===== src/rtl/fetch_sequencer_pkg.sv =====
// rtl/fetch_sequencer_pkg.sv - shared types and constants for the fetch sequencer
// Contents: sequencer state enum, HALT_INST encoding, width/depth defaults,
//           saturating 16-bit increment helper.
package fetch_sequencer_pkg;

  localparam int PC_W_DEF   = 10;
  localparam int LUT_N_DEF  = 32;
  localparam int MEM_TO_DEF = 16;
  localparam int KEY_W      = 5;
  localparam int INST_W     = 9;

  localparam logic [INST_W-1:0] HALT_INST = 9'h1FF;

  typedef enum logic [2:0] {
    ST_IDLE,
    ST_FETCH,
    ST_EXEC,
    ST_MEM_WAIT,
    ST_HALT
  } state_e;

  function automatic logic [15:0] sat_inc16(input logic [15:0] v);
    return (v == 16'hFFFF) ? v : v + 16'd1;
  endfunction

endpackage


===== src/rtl/fetch_sequencer_if.sv =====
// rtl/fetch_sequencer_if.sv - instruction/memory handshake bundle between sequencer and core
// Signals: pc_out, exec_en, mem_req (sequencer -> core);
//          inst, branch_en, memory_read_en, memory_write_en, mem_ack (core -> sequencer).
interface fetch_sequencer_if #(
  parameter int PC_W = fetch_sequencer_pkg::PC_W_DEF
);
  import fetch_sequencer_pkg::*;

  logic [PC_W-1:0]   pc_out;
  logic              exec_en;
  logic              mem_req;
  logic [INST_W-1:0] inst;
  logic              branch_en;
  logic              memory_read_en;
  logic              memory_write_en;
  logic              mem_ack;

  modport master (
    output pc_out, exec_en, mem_req,
    input  inst, branch_en, memory_read_en, memory_write_en, mem_ack
  );

  modport slave (
    input  pc_out, exec_en, mem_req,
    output inst, branch_en, memory_read_en, memory_write_en, mem_ack
  );

endinterface


===== src/rtl/fetch_sequencer_branch_lut.sv =====
// rtl/fetch_sequencer_branch_lut.sv - branch-target table, one write port, one async read port
// Ports: clk, rst_n (async, active-low, clears all entries);
//        we/widx/wdata write port; ridx -> rdata combinational read.
module branch_lut
  import fetch_sequencer_pkg::*;
#(
  parameter int PC_W  = PC_W_DEF,
  parameter int LUT_N = LUT_N_DEF
) (
  input  logic             clk,
  input  logic             rst_n,
  input  logic             we,
  input  logic [KEY_W-1:0] widx,
  input  logic [PC_W-1:0]  wdata,
  input  logic [KEY_W-1:0] ridx,
  output logic [PC_W-1:0]  rdata
);

  logic [PC_W-1:0] mem_q [LUT_N];

  // Storage is registered, so a read in the write cycle sees the old entry.
  always_ff @(posedge clk or negedge rst_n) begin
    if (!rst_n) begin
      for (int i = 0; i < LUT_N; i++) begin
        mem_q[i] <= '0;
      end
    end else if (we && (32'(widx) < LUT_N)) begin
      mem_q[widx] <= wdata;
    end
  end

  // Keys beyond a shallow table read as target 0.
  assign rdata = (32'(ridx) < LUT_N) ? mem_q[ridx] : '0;

endmodule


===== src/rtl/fetch_sequencer.sv =====
// rtl/fetch_sequencer.sv - program-counter sequencer with branch LUT and memory-wait timeout
// Ports: clk, rst_n (async, active-low); start/start_addr launch a program;
//        cfg_we/cfg_idx/cfg_data write the branch LUT; done/err/instr_count status;
//        bus (master) carries pc_out, inst, decoder flags, exec_en and the mem_req/mem_ack handshake.
module fetch_sequencer
  import fetch_sequencer_pkg::*;
#(
  parameter int PC_W   = PC_W_DEF,
  parameter int LUT_N  = LUT_N_DEF,
  parameter int MEM_TO = MEM_TO_DEF
) (
  input  logic             clk,
  input  logic             rst_n,
  input  logic             start,
  input  logic [PC_W-1:0]  start_addr,
  input  logic             cfg_we,
  input  logic [KEY_W-1:0] cfg_idx,
  input  logic [PC_W-1:0]  cfg_data,
  output logic             done,
  output logic             err,
  output logic [15:0]      instr_count,
  fetch_sequencer_if.master bus
);

  localparam int TO_W = $clog2(MEM_TO + 1);
  localparam logic [TO_W-1:0] TO_LAST = TO_W'(MEM_TO - 1);

  state_e          state_q, state_d;
  logic [PC_W-1:0] pc_q, pc_d;
  logic [15:0]     count_q, count_d;
  logic            done_q, done_d;
  logic            err_q, err_d;
  logic [TO_W-1:0] to_cnt_q, to_cnt_d;

  logic            commit;
  logic [PC_W-1:0] pc_next;
  logic [PC_W-1:0] lut_rdata;

  branch_lut #(
    .PC_W  (PC_W),
    .LUT_N (LUT_N)
  ) u_lut (
    .clk   (clk),
    .rst_n (rst_n),
    .we    (cfg_we),
    .widx  (cfg_idx),
    .wdata (cfg_data),
    .ridx  (bus.inst[KEY_W-1:0]),
    .rdata (lut_rdata)
  );

  always_ff @(posedge clk or negedge rst_n) begin
    if (!rst_n) begin
      state_q  <= ST_IDLE;
      pc_q     <= '0;
      count_q  <= '0;
      done_q   <= 1'b0;
      err_q    <= 1'b0;
      to_cnt_q <= '0;
    end else begin
      state_q  <= state_d;
      pc_q     <= pc_d;
      count_q  <= count_d;
      done_q   <= done_d;
      err_q    <= err_d;
      to_cnt_q <= to_cnt_d;
    end
  end

  always_comb begin
    state_d  = state_q;
    pc_d     = pc_q;
    count_d  = count_q;
    done_d   = done_q;
    err_d    = err_q;
    to_cnt_d = to_cnt_q;
    commit   = 1'b0;
    // Plain addition wraps the all-ones PC back to zero.
    pc_next  = bus.branch_en ? lut_rdata : pc_q + PC_W'(1);

    case (state_q)
      ST_IDLE, ST_HALT: begin
        if (start) begin
          state_d = ST_FETCH;
          pc_d    = start_addr;
          count_d = '0;
          done_d  = 1'b0;
          err_d   = 1'b0;
        end
      end
      ST_FETCH: begin
        state_d = ST_EXEC;
      end
      ST_EXEC: begin
        if (bus.inst == HALT_INST) begin
          done_d  = 1'b1;
          state_d = ST_HALT;
        end else if (bus.memory_read_en || bus.memory_write_en) begin
          to_cnt_d = '0;
          state_d  = ST_MEM_WAIT;
        end else begin
          commit  = 1'b1;
          pc_d    = pc_next;
          state_d = ST_FETCH;
        end
      end
      ST_MEM_WAIT: begin
        // An ack in the final allowed cycle still commits.
        if (bus.mem_ack) begin
          commit  = 1'b1;
          pc_d    = pc_next;
          state_d = ST_FETCH;
        end else if (to_cnt_q == TO_LAST) begin
          err_d   = 1'b1;
          state_d = ST_HALT;
        end else begin
          to_cnt_d = to_cnt_q + TO_W'(1);
        end
      end
      default: begin
        state_d = ST_IDLE;
      end
    endcase

    if (commit) begin
      count_d = sat_inc16(count_q);
    end
  end

  // mem_req is a pure state decode so reset removes it without a clock edge.
  assign bus.pc_out  = pc_q;
  assign bus.exec_en = commit;
  assign bus.mem_req = (state_q == ST_MEM_WAIT);
  assign done        = done_q;
  assign err         = err_q;
  assign instr_count = count_q;

endmodule


===== src/flat_wrapper.sv =====
// flat-port wrapper written by rule: the top's interface ports become plain ports
module fetch_sequencer_flat import fetch_sequencer_pkg::*;
#(
  parameter int PC_W   = PC_W_DEF,
  parameter int LUT_N  = LUT_N_DEF,
  parameter int MEM_TO = MEM_TO_DEF
)
  (clk, rst_n, start, start_addr, cfg_we, cfg_idx, cfg_data, done, err, instr_count, bus_pc_out, bus_exec_en, bus_mem_req, bus_inst, bus_branch_en, bus_memory_read_en, bus_memory_write_en, bus_mem_ack);
  fetch_sequencer_if #(.PC_W(PC_W)) bus_i ();
  input  logic clk;
  input  logic rst_n;
  input  logic start;
  input  logic [PC_W-1:0] start_addr;
  input  logic cfg_we;
  input  logic [KEY_W-1:0] cfg_idx;
  input  logic [PC_W-1:0] cfg_data;
  output logic done;
  output logic err;
  output logic [15:0] instr_count;
  output wire logic [$bits(bus_i.pc_out)-1:0] bus_pc_out;
  output wire logic [$bits(bus_i.exec_en)-1:0] bus_exec_en;
  output wire logic [$bits(bus_i.mem_req)-1:0] bus_mem_req;
  input wire logic [$bits(bus_i.inst)-1:0] bus_inst;
  input wire logic [$bits(bus_i.branch_en)-1:0] bus_branch_en;
  input wire logic [$bits(bus_i.memory_read_en)-1:0] bus_memory_read_en;
  input wire logic [$bits(bus_i.memory_write_en)-1:0] bus_memory_write_en;
  input wire logic [$bits(bus_i.mem_ack)-1:0] bus_mem_ack;
  assign bus_pc_out = bus_i.pc_out;
  assign bus_exec_en = bus_i.exec_en;
  assign bus_mem_req = bus_i.mem_req;
  assign bus_i.inst = bus_inst;
  assign bus_i.branch_en = bus_branch_en;
  assign bus_i.memory_read_en = bus_memory_read_en;
  assign bus_i.memory_write_en = bus_memory_write_en;
  assign bus_i.mem_ack = bus_mem_ack;
  fetch_sequencer #(.PC_W(PC_W), .LUT_N(LUT_N), .MEM_TO(MEM_TO)) u_core (.clk(clk), .rst_n(rst_n), .start(start), .start_addr(start_addr), .cfg_we(cfg_we), .cfg_idx(cfg_idx), .cfg_data(cfg_data), .done(done), .err(err), .instr_count(instr_count), .bus(bus_i));
endmodule

===== config.mk =====
export PLATFORM = sky130hd
export DESIGN_NAME = fetch_sequencer_flat
export DESIGN_NICKNAME = d
export VERILOG_FILES = /design/src/rtl/fetch_sequencer_pkg.sv /design/src/rtl/fetch_sequencer_if.sv /design/src/rtl/fetch_sequencer_branch_lut.sv /design/src/rtl/fetch_sequencer.sv /design/src/flat_wrapper.sv
export SDC_FILE = /design/constraint.sdc
export NUM_CORES = 1
export LEC_CHECK = 0
export CAP_MARGIN = 20
export CORE_MARGIN = 2
export CORE_UTILIZATION = 37
export CTS_CLUSTER_DIAMETER = 40
export CTS_CLUSTER_SIZE = 12
export DETAILED_ROUTE_END_ITERATION = 7
export PLACE_DENSITY = 0.53
export SLEW_MARGIN = 15
export SYNTH_ARGS = -nofsm -noshare
export SYNTH_HDL_FRONTEND = slang
export SYNTH_SLANG_ARGS = --single-unit

===== constraint.sdc =====
create_clock -name clk -period 2.5 [get_ports clk]
set_input_delay 0.5 -clock clk [delete_from_list [all_inputs] [get_ports clk]]
set_output_delay 0.5 -clock clk [all_outputs]
set_load 0.01 [all_outputs]

Word-level counts from Yosys, hierarchy flattened
Cells that the tools add are included.
{ "op_classes": {"n_mux": 37, "bitwise": 2, "eq_ne": 18, "reduce_logical": 16, "magnitude_cmp": 3, "n_addsub": 3} }
{ "op_table": {"columns": ["cell", "count"], "rows": [
  ["320-bit bitwise mux", 1],
  ["10-bit 2-to-1 mux", 8],
  ["16-bit 2-to-1 mux", 4],
  ["10-bit binary-select mux with 5-bit select", 1],
  ["10-bit demux with 5-bit select", 1],
  ["10-bit case mux with 3 select lines", 1],
  ["5-bit 2-to-1 mux", 4],
  ["16-bit by 1-bit adder with 16-bit output (second input constant)", 1],
  ["16-bit == test (second input constant)", 1],
  ["6-bit greater-or-equal comparator (second input constant)", 2],
  ["3-bit 2-to-1 mux", 4],
  ["2-bit inequality test (second input constant)", 6],
  ["5-bit inverter with 6-bit output", 2],
  ["3-bit case mux with 4 select lines", 1],
  ["10-bit by 1-bit adder with 10-bit output (second input constant)", 1],
  ["5-bit case mux with 2 select lines", 1],
  ["5-bit AND reduction", 2],
  ["2-bit nonzero test", 5],
  ["9-bit == test (second input constant)", 1],
  ["2-bit by 1-bit inequality test with 1-bit output (second input constant)", 4],
  ["1-bit 2-to-1 mux", 7],
  ["3-bit by 2-bit == test with 1-bit output (second input constant)", 2],
  ["6-bit by 1-bit less-than comparator with 1-bit output (second input constant)", 1],
  ["1-bit case mux with 2 select lines", 3],
  ["14 further kinds", 15]
]} }
{ "word_totals": {"reg_bits": 356, "elab_cells": 117, "out_inout_bits": 30} }

Logic depth before layout (Yosys ltp)
{ "depth": {"ltp_word": 8, "depth_mapped": 9, "ltp_nobuf": 8} }

By module
From an unflattened synthesis, not the netlist that was laid out.
{ "unflattened": {"cells_unflattened": 1345, "area_unflattened_um2": 17339.1} }
{ "modules_own_cells": {"columns": ["mod", "instances", "cells_per_inst", "area_per_inst_um2"], "rows": [
  ["branch_lut", 1, 1084, 15110.7],
  ["fetch_sequencer", 1, 261, 2228.4]
]} }

Worst setup path after synthesis
OpenSTA, ideal clock, no wires.
{ "synth_timing": {"kind": "input to register", "start": "input port bus_inst[0]", "end": "register u_core.pc_q[5], in the netlist u_core.bus.pc_out[5]", "arrival_ps": 2159, "required_time_ps": 2364, "path_slack_ps": 205, "cell_stages": 7, "setup_ps": 136, "path_cell_list": "buf_6 > buf_6 > buf_6 > mux4_2 > mux4_2 > o2111ai_1 > o211ai_1"} }
{ "synth_between": {"elab_chain_len": 8, "word_cells_on_any_way": 12, "cone_classes": "2 x eq/ne; 8 x mux; 1 x bitwise; 1 x reduce/logical"} }
{ "synth_lines": {"columns": ["item", "line_no", "rtl"], "rows": [
  ["start, declared", "flat_wrapper.sv:23", "input wire logic [$bits(bus_i.inst)-1:0] bus_inst;"],
  ["5-bit inverter with 6-bit output (not written as such)", "fetch_sequencer_branch_lut.sv:33", "assign rdata = (32'(ridx) < LUT_N) ? mem_q[ridx] : '0;"],
  ["10-bit binary-select mux with 5-bit select", "fetch_sequencer_branch_lut.sv:33", null],
  ["10-bit 2-to-1 mux (not written as such) (2 in a row)", "fetch_sequencer_branch_lut.sv:33", null],
  ["10-bit 2-to-1 mux", "fetch_sequencer.sv:79", "pc_next = bus.branch_en ? lut_rdata : pc_q + PC_W'(1);"],
  ["10-bit 2-to-1 mux", "fetch_sequencer.sv:98", "end else if (bus.memory_read_en || bus.memory_write_en) begin"],
  ["10-bit 2-to-1 mux", "fetch_sequencer.sv:95", "if (bus.inst == HALT_INST) begin"],
  ["10-bit case mux with 3 select lines", "fetch_sequencer.sv:81", "case (state_q)"],
  ["end signal, assigned", "fetch_sequencer.sv:62", "pc_q <= pc_d;"],
  ["end, declared", "fetch_sequencer.sv:29", "logic [PC_W-1:0] pc_q, pc_d;"]
]} }
Several ways; a longest one is shown, not always the timed one. The select of a mux whose other input is x is not followed.
A chain may end at the register's enable or synchronous reset.

Final worst setup path
{ "layout_timing": {"start": "register u_core.state_q[2]", "end": "output port bus_mem_req"} }
{ "layout_between": {"elab_chain_len": 1} }
{ "layout_lines": {"columns": ["item", "line_no", "rtl"], "rows": [
  ["start, declared", "fetch_sequencer.sv:28", "state_e state_q, state_d;"],
  ["start signal, assigned", "fetch_sequencer.sv:61", "state_q <= state_d;"],
  ["3-bit by 2-bit == test with 1-bit output", "fetch_sequencer.sv:133", "assign bus.mem_req = (state_q == ST_MEM_WAIT);"],
  ["end, declared", "flat_wrapper.sv:22", "output wire logic [$bits(bus_i.mem_req)-1:0] bus_mem_req;"]
]} }
No other way between the ends.

==> summary.md <==
| Metric | Value |
|---|---|
| Outcome | complete, no violations |
| Die Width | 217.0 um |
| Post-route ant nets | 0 |
| Starting Density | 37.23% |
| Placed cell areas | 19410 um2 |
| Rel. slew slack | 52.50% |
| Post-Synthesis Cell Area | 16790 um2 |
| Synth cell types | 58 |
| Clock slew seen by the registers of the worst setup and hold paths | 50 ps |
| Multiplexer share of the synthesized area | 34.24% |
| Total track usage | between 20 and 25% |
| Die ar. | approximately 47000 um2 |
| Drt wl/cell | 22.61 um |
| DRC | 0 |
| Period minus WS final | 2363 ps |
| Util after Layout | 48.00% |
| Post-synthesis sequential area ratio | 53.07% |
| Die height | 217.0 um |
| Pins Over Slew Limit | 0 |
| Layout cells sized above 1 | 48.56% |
| Design area | around 22000 um2 |
| Initial drt markers | 764 |
| Worst Setup Start Kind | flop |
| Clock latency on the worst-skew pair | 580 ps |
| Ys Warns | 0 |
| Leak | 9.545 nW |
| CTS Buf Count | 66 |
| Root Driver | clkbuf_16 |
| Prevailing post-synth register cell | dfrtp_1 |
| Vias per cell | 5.389 |
| Class of the worst hold path | reg -> reg |
| Simple-Gate Fraction of Synth Area | slightly below 6% |
| Maximum buffer depth of the clock tree | 3 |
| Core area | 45090 um2 |
| RSZ-0062 raised after global routing | no |
| Synth Instances | 1165 |
| Nets | 1422 |
| Max Freq | 0.4233 GHz |
| Routability cong. | 0.8401 |
| Vias | ~11000 |
| Largest fanout on the critical path | 8 |
| ANT cells | 0 |
| Syn nets | around 1200 |
| Post-synth EDFFs | 0 |
| Hold Vio Cnt, Final | 0 |
| First-pass GRT wire length | 71810 um |
| Synth Area per Inst | 14.41 um2 |
| CTS tree | done |
| Post-synthesis adder-cell area fraction | 0.2981% |
| FFs w/ async S/R, synth | 100.0% |
| Yosys reg bits | 356 |
| VDD IR max | 0.6285 mV |
| Worst-Margin Slew | 694.6 ps |
| CP Class | reg -> out |
| Compound-Gate Fraction of Synth Area | 4.181% |
| MaxCap Viol Count | 0 |
| Io pins | 72 |
| Port Buf Inserts | 71 |
| Routed wire length | 45830 um |
| Post-Synth XOR/XNOR Area | less than 1% |
| H-tree depth | 3 |
| Element type at the critical path end | primary output |
| Largest family of logic cells by synthesized area | multiplexers |
| Critical Path RT | ~2000 ps |
| Fin Clk Skew | roughly 26 ps |
| Period utilization | 94.51% |
| # rows | 78 |
| Final Setup Violations | 0 |
| Antenna violations before repair | 0 |
| PD cells | 934.6 nW/um2 |
| Setup TNS | 0 ps |
| Clock sinks | 356 |
| Vias in the first global route | 11670 |
| Router iterations before antenna repair | 8 |
| Layout area overhead | 28.93% |
| Post-DP HPWL | around 30000 um |
| Critical Path AT | 1860 ps |
| Gr ovfl total | 0 |
| Largest net degree at the start of global routing | 64 |
[cell families after synthesis]
| family | Yosys count |
|---|---|
| buf+inv | 84 |
| xor+xnor | 2 |
| mux | 430 |
| compound gates | 107 |
| fa+ha+maj | 4 |
| flops | 356 |
| simple gates | 182 |
[registers in the layout, summed over array words and instances (netlist names)]
register            count
u_core.done             1
u_core.bus.pc_out      10
u_core.to_cnt_q         5
u_core.instr_count     16
u_core.err              1
u_core.u_lut.mem_q    320
u_core.state_q          3
[synthesized netlist by cell type, types with 5 or more instances]
cell | count | share of area (%)
nand2_1 | 40 | 0.89
nand2b_1 | 7 | 0.26
nor2_2 | 12 | 0.45
and3_1 | 11 | 0.41
o21ai_0 | 20 | 0.60
o22ai_1 | 7 | 0.26
mux2i_1 | 23 | 1.4
nor3b_1 | 7 | 0.31
dfrtp_1 | 356 | 53
a21oi_1 | 26 | 0.78
clkbuf_1 | 56 | 1.3
or4_1 | 8 | 0.36
nor3_1 | 8 | 0.24
inv_1 | 8 | 0.18
buf_2 | 10 | 0.30
mux4_2 | 83 | 11
a2111oi_0 | 5 | 0.26
nand3_1 | 18 | 0.54
o211ai_1 | 7 | 0.31
nor2b_1 | 8 | 0.30
mux2_2 | 324 | 22
or3_1 | 5 | 0.19
nor2_1 | 31 | 0.69
o31ai_1 | 10 | 0.45
[through the flow]
| stage | worst slack [ps] | std cells | hold WS (ps) | power, W |
|---|---|---|---|---|
| 5_1_grt | 0.2089 | 2027 | 498.3 | 0.02123 |
| 3_3_place_gp | -314.1 | 1907 | 470.9 | 0.01142 |
| 6_report | 137.4 | 2027 | 476.4 | 0.02023 |
| 4_1_cts | 16.72 | 2027 | 479.9 | 0.02047 |
| 3_5_place_dp | -307.2 | 1907 | 470.7 | 0.01153 |
| 2_1_floorplan | 205.0 | 1165 | 204.4 | 0.009899 |
[power breakdown]
group	switching (W)	internal [W]	total, W	leakage (nW)
logic	0.00167	0.00215	0.00382	3.90
clock network	0.00308	0.00571	0.00880	1.07
registers	0.000684	0.00693	0.00761	4.57
total	0.00544	0.0148	0.0202	9.55
[final timing paths]
path / startpoint / end / slack (ps) / cells past startpoint
min: u_core.done / u_core.done / 480 / 1
max: u_core.state_q[2] / bus_mem_req / 140 / 3
min in group asynchronous: rst_n / u_core.u_lut.mem_q[289] / 510 / 2
min reg2reg: u_core.done / u_core.done / 480 / 1
max reg2reg: u_core.state_q[0] / u_core.instr_count[11] / 230 / 6
max in group asynchronous: rst_n / u_core.u_lut.mem_q[60] / 1260 / 3
[layer usage]
layer	up-vias	wire length (um)	track usage [%]	share of wire, %
li1	4862	-	-	-
met5	-	0	0	0
met2	266	22100	33.40	48
met1	5721	20550	26.98	45
met3	75	2089	3.899	4.6
met4	0	1091	6.530	2.4
[repair_timing]
action	CTS	global route
cloned	0	0
gates resized for setup	6	2
endpoints found under the setup margin	1	1
buffers inserted	0	0
pin swaps	1	2
hold buffers	1	0
hold endpoints to repair	54	0
[final cells by class]
type | instances | area [um2]
inverter | 8 | 30.03
fill | 4051 | 23440
clock buffer | 83 | 1817
multi-input combinational | 725 | 7520
tap | 600 | 750.7
timing repair buffer | 219 | 2222
clock inverter | 36 | 396.6
sequential | 356 | 8909
[cells in the final DEF (no fill, tap or decap), types with 5 or more instances in the layout]
master             n
nand2_1           39
nand3_1           18
clkinv_2           9
nor3b_1            7
a21oi_1           26
bufinv_16          5
buf_12            33
inv_1              8
and3_1            11
clkdlybuf4s50_1   64
or3_1              5
nor2b_1            8
clkbuf_16         67
clkinvlp_4         7
or4_1              8
nor2_1            30
nand2b_1           7
o31ai_1           10
mux4_2            83
clkbuf_1           8
o22ai_1            7
clkinv_4           5
nor3_1             8
buf_4            115
dfrtp_1          356
clkbuf_8           8
o211ai_1           7
mux2i_1           23
a2111oi_0          5
inv_6              7
o21ai_0           20
nor2_2            13
mux2_2           324
[critical path: stages, from the launching register on]
cell	delay, ps
dfrtp_1	440
nand3b_1	250
inv_1	80
clkdlybuf4s50_1	530
(Power assumes the default switching activity.)
==> RTL change: new RTL, same flow settings <==
`pc_q` no longer has a reset.
--- a/src/rtl/fetch_sequencer.sv
+++ b/src/rtl/fetch_sequencer.sv
@@ -53,5 +53,4 @@
     if (!rst_n) begin
       state_q  <= ST_IDLE;
-      pc_q     <= '0;
       count_q  <= '0;
       done_q   <= 1'b0;
@@ -60,5 +59,4 @@
     end else begin
       state_q  <= state_d;
-      pc_q     <= pc_d;
       count_q  <= count_d;
       done_q   <= done_d;
@@ -66,4 +64,8 @@
       to_cnt_q <= to_cnt_d;
     end
+  end
+
+  always_ff @(posedge clk) begin
+    pc_q <= pc_d;
   end
 
Function: changed (Yosys sat finds a counterexample within 4 cycles, from zero or initial values and one cycle with rst_n low).
==> RTL change against the original RTL <==
- global-route usage up 0.44 points
- area after synthesis up 1.3%
- clock power down 3.2%
- combinational power down 2%
- total power down 1.5%
- sequential cell count unchanged
- design area down 0.16%
- routed wire length up 4.2%
- worst setup slack better by 6.3 ps
- sequential share of layout area up 0.30 points
- critical endpoint is now bus_exec_en
- largest cell class unchanged
==> RTL change: results (changes against the original RTL) <==
Critical path
  – Peak fanout along the critical path: 3 (-5)
  – Crit path DAT: 1860 ps (about the same)
  – Reg2Reg Setup Slack: 340 ps (+110 ps)
  – Worst path top cell family by delay: simple AND/OR/NAND/NOR gates
  – Cell with the largest stage delay on the worst path: clkdlybuf4s50_1
  – Slowest stage delay, CP: 450 ps (-80 ps)

Clocking
  – Max Root-Sink Buffers: 3 (unchanged)
  – TritonCTS Buffers: 58 (-12%)
  – CTS H-Tree Depth: 2 (-1)
  – Clk_lat worst skew: 610 ps (+30 ps)
  – Root buffer cell: clkbuf_16
  – Clock slew at reported path FFs: 50 ps (about the same)

Status
  – Status: finished, final reports clean

Synth
  – Top post-synthesis cells by count: dfrtp_1 (346), mux2_2 (328), mux2i_1 (70)
  – Area contributors post-synth: dfrtp_1 (51%), mux2_2 (22%), mux4_2 (5.2%)
  – Async SR Flop Fraction: 0.9719 (-0.02809)
  – Post-synth cell types: 67 (+16%)
  – Post-synth EDFFs: 10 (+10)
  – Syn nets: 1,261 (+4.1%)
  – Sequential area share after synthesis: 0.5271 (-0.003618)
  – Post-synthesis average cell area: 13.99 um^2 (-2.9%)

Layout
  – Layout Cells excl Fill: 2,078 (+2.5%)
  – Fraction of layout cells with a size suffix above 1: 0.4445 (-0.04111)
  – Fillers: 4,080 (+0.72%)
  – ANT cells: 0 (unchanged)
  – Final #Nets: 1,476 (+3.8%)
  – Reg with most FFs: u_core.u_lut.mem_q

Global route
  – Largest net degree at the start of global routing: 78 (+22%)
  – Vias in the first global route: 11,630 (-0.34%)
  – Initial antenna violation count: 2 (+2)
  – First-pass GRT wire length: 73,710 um (+2.6%)
  – Overall routing resource usage: 0.2069 (+0.004394)

Routing
  – Max Used Layer: met4
  – Via Count: 11,170 (+2.2%)
  – Initial DRC count: 814 (+6.5%)
  – Wl on met1: 22,450 um (+9.2%)
  – WL met2: 22,150 um (+0.22%)
  – WL/cell: 22.97 um (+1.6%)
  – Met3 routed WL: 2149 um (+2.9%)
  – Drt first pass iters: 8 (unchanged)

Placement
  – Dpl hpwl: 33,330 um (+9.3%)
  – Port Buffers: 71 (unchanged)
  – RePlAce Congestion: 0.8801 (+4.8%)
  – Cell Area, Placed: 19,470 um^2 (+0.30%)
  – Placed insts: 1,967 (+3.1%)

Timing
  – Final setup fails: 0 (unchanged)
  – Fin Clk Skew: 21.69 ps (-4.187 ps)
  – Slew @ Worst Pin: 1004 ps (+309.8 ps)

Pwr
  – Pleak: 9.671 nW (+1.3%)
  – Worst VDD drop: 0.5509 mV (-12%)

Run
  – Max cap viols: 0 (unchanged)

Min path
  – Min-delay worst type: primary input to async pin
RTL change: changes by cell type after synthesis, moves of 7 or more:
cell      unedited run  this run
a221o_1              0         7
a22oi_1              2        27
clkbuf_1            56        44
edfxtp_1             0        10
mux2i_1             23        70
mux4_2              83        39
mux4_1               0         9
nand2_1             40        51
dfrtp_1            356       346
and2_1               1         8
RTL change: cell type report:
cell class | instances | area, um^2 | share of cell area
Clock buffer | 72 | 1585 | 0.07336
Clock inverter | 36 | 513.0 | 0.02374
Inverter | 10 | 37.54 | 0.001737
Multi-Input combinational cell | 775 | 7557 | 0.3497
Sequential cell | 356 | 8959 | 0.4145
Tap cell | 600 | 750.7 | 0.03474
Timing Repair Buffer | 229 | 2208 | 0.1022
RTL change: report_power, final:
part           switching [mW]  internal, mW
logic                    1.73          2.02
registers               0.674          6.99
clock network            2.96          5.56
total                    5.35          14.6
RTL change: cells by family (layout without fill, tap and decap cells):
family,after synthesis,in the layout,share of synthesized area
AOI/OAI and AO/OA,123,123,0.05131
xor gates and xnor gates,10,10,0.005153
adders and majority gates,4,4,0.002945
buffers and inverters,84,347,0.02974
DFF,356,356,0.5271
muxes,446,446,0.3241
and+or+nand+nor,192,192,0.05970
RTL change: what timing repair did:
item,in CTS,in global routing
buffers inserted,1,1
endpoints found under the hold margin,41,0
endpoints found under the setup margin,2,1
pin swaps,0,3
resized for setup,9,4
hold buffers,1,0
RTL change: worst paths after layout:
path                                              start                       to  depth (start not counted)
worst max register to register  u_core.u_lut.mem_q[285]     u_core.bus.pc_out[5]                          5
min in group clk                     u_core.to_cnt_q[4]       u_core.to_cnt_q[4]                          2
worst max-delay path                        bus_inst[5]              bus_exec_en                          6
worst min-delay path                              rst_n   u_core.u_lut.mem_q[89]                          2
worst min register to register       u_core.to_cnt_q[4]       u_core.to_cnt_q[4]                          2
max in group asynchronous                         rst_n  u_core.u_lut.mem_q[174]                          3
RTL change: layer usage:
layer  track usage  vias to the layer above
met5             0                        -
met4       0.05215                        0
met3       0.03507                       65
met2        0.3310                      273
met1        0.2921                     5832
li1              -                     4995
RTL change: metrics by stage:
| stage | setup slack (ps) | hold WS [ps] |
|---|---|---|
| 2_1_floorplan | 295.7 | 204.4 |
| 3_3_place_gp | -357.4 | 463.2 |
| 3_5_place_dp | -417.2 | 465.7 |
| 4_1_cts | 17.50 | 422.0 |
| 5_1_grt | 48.11 | 451.4 |
| 6_report | 143.6 | 429.8 |
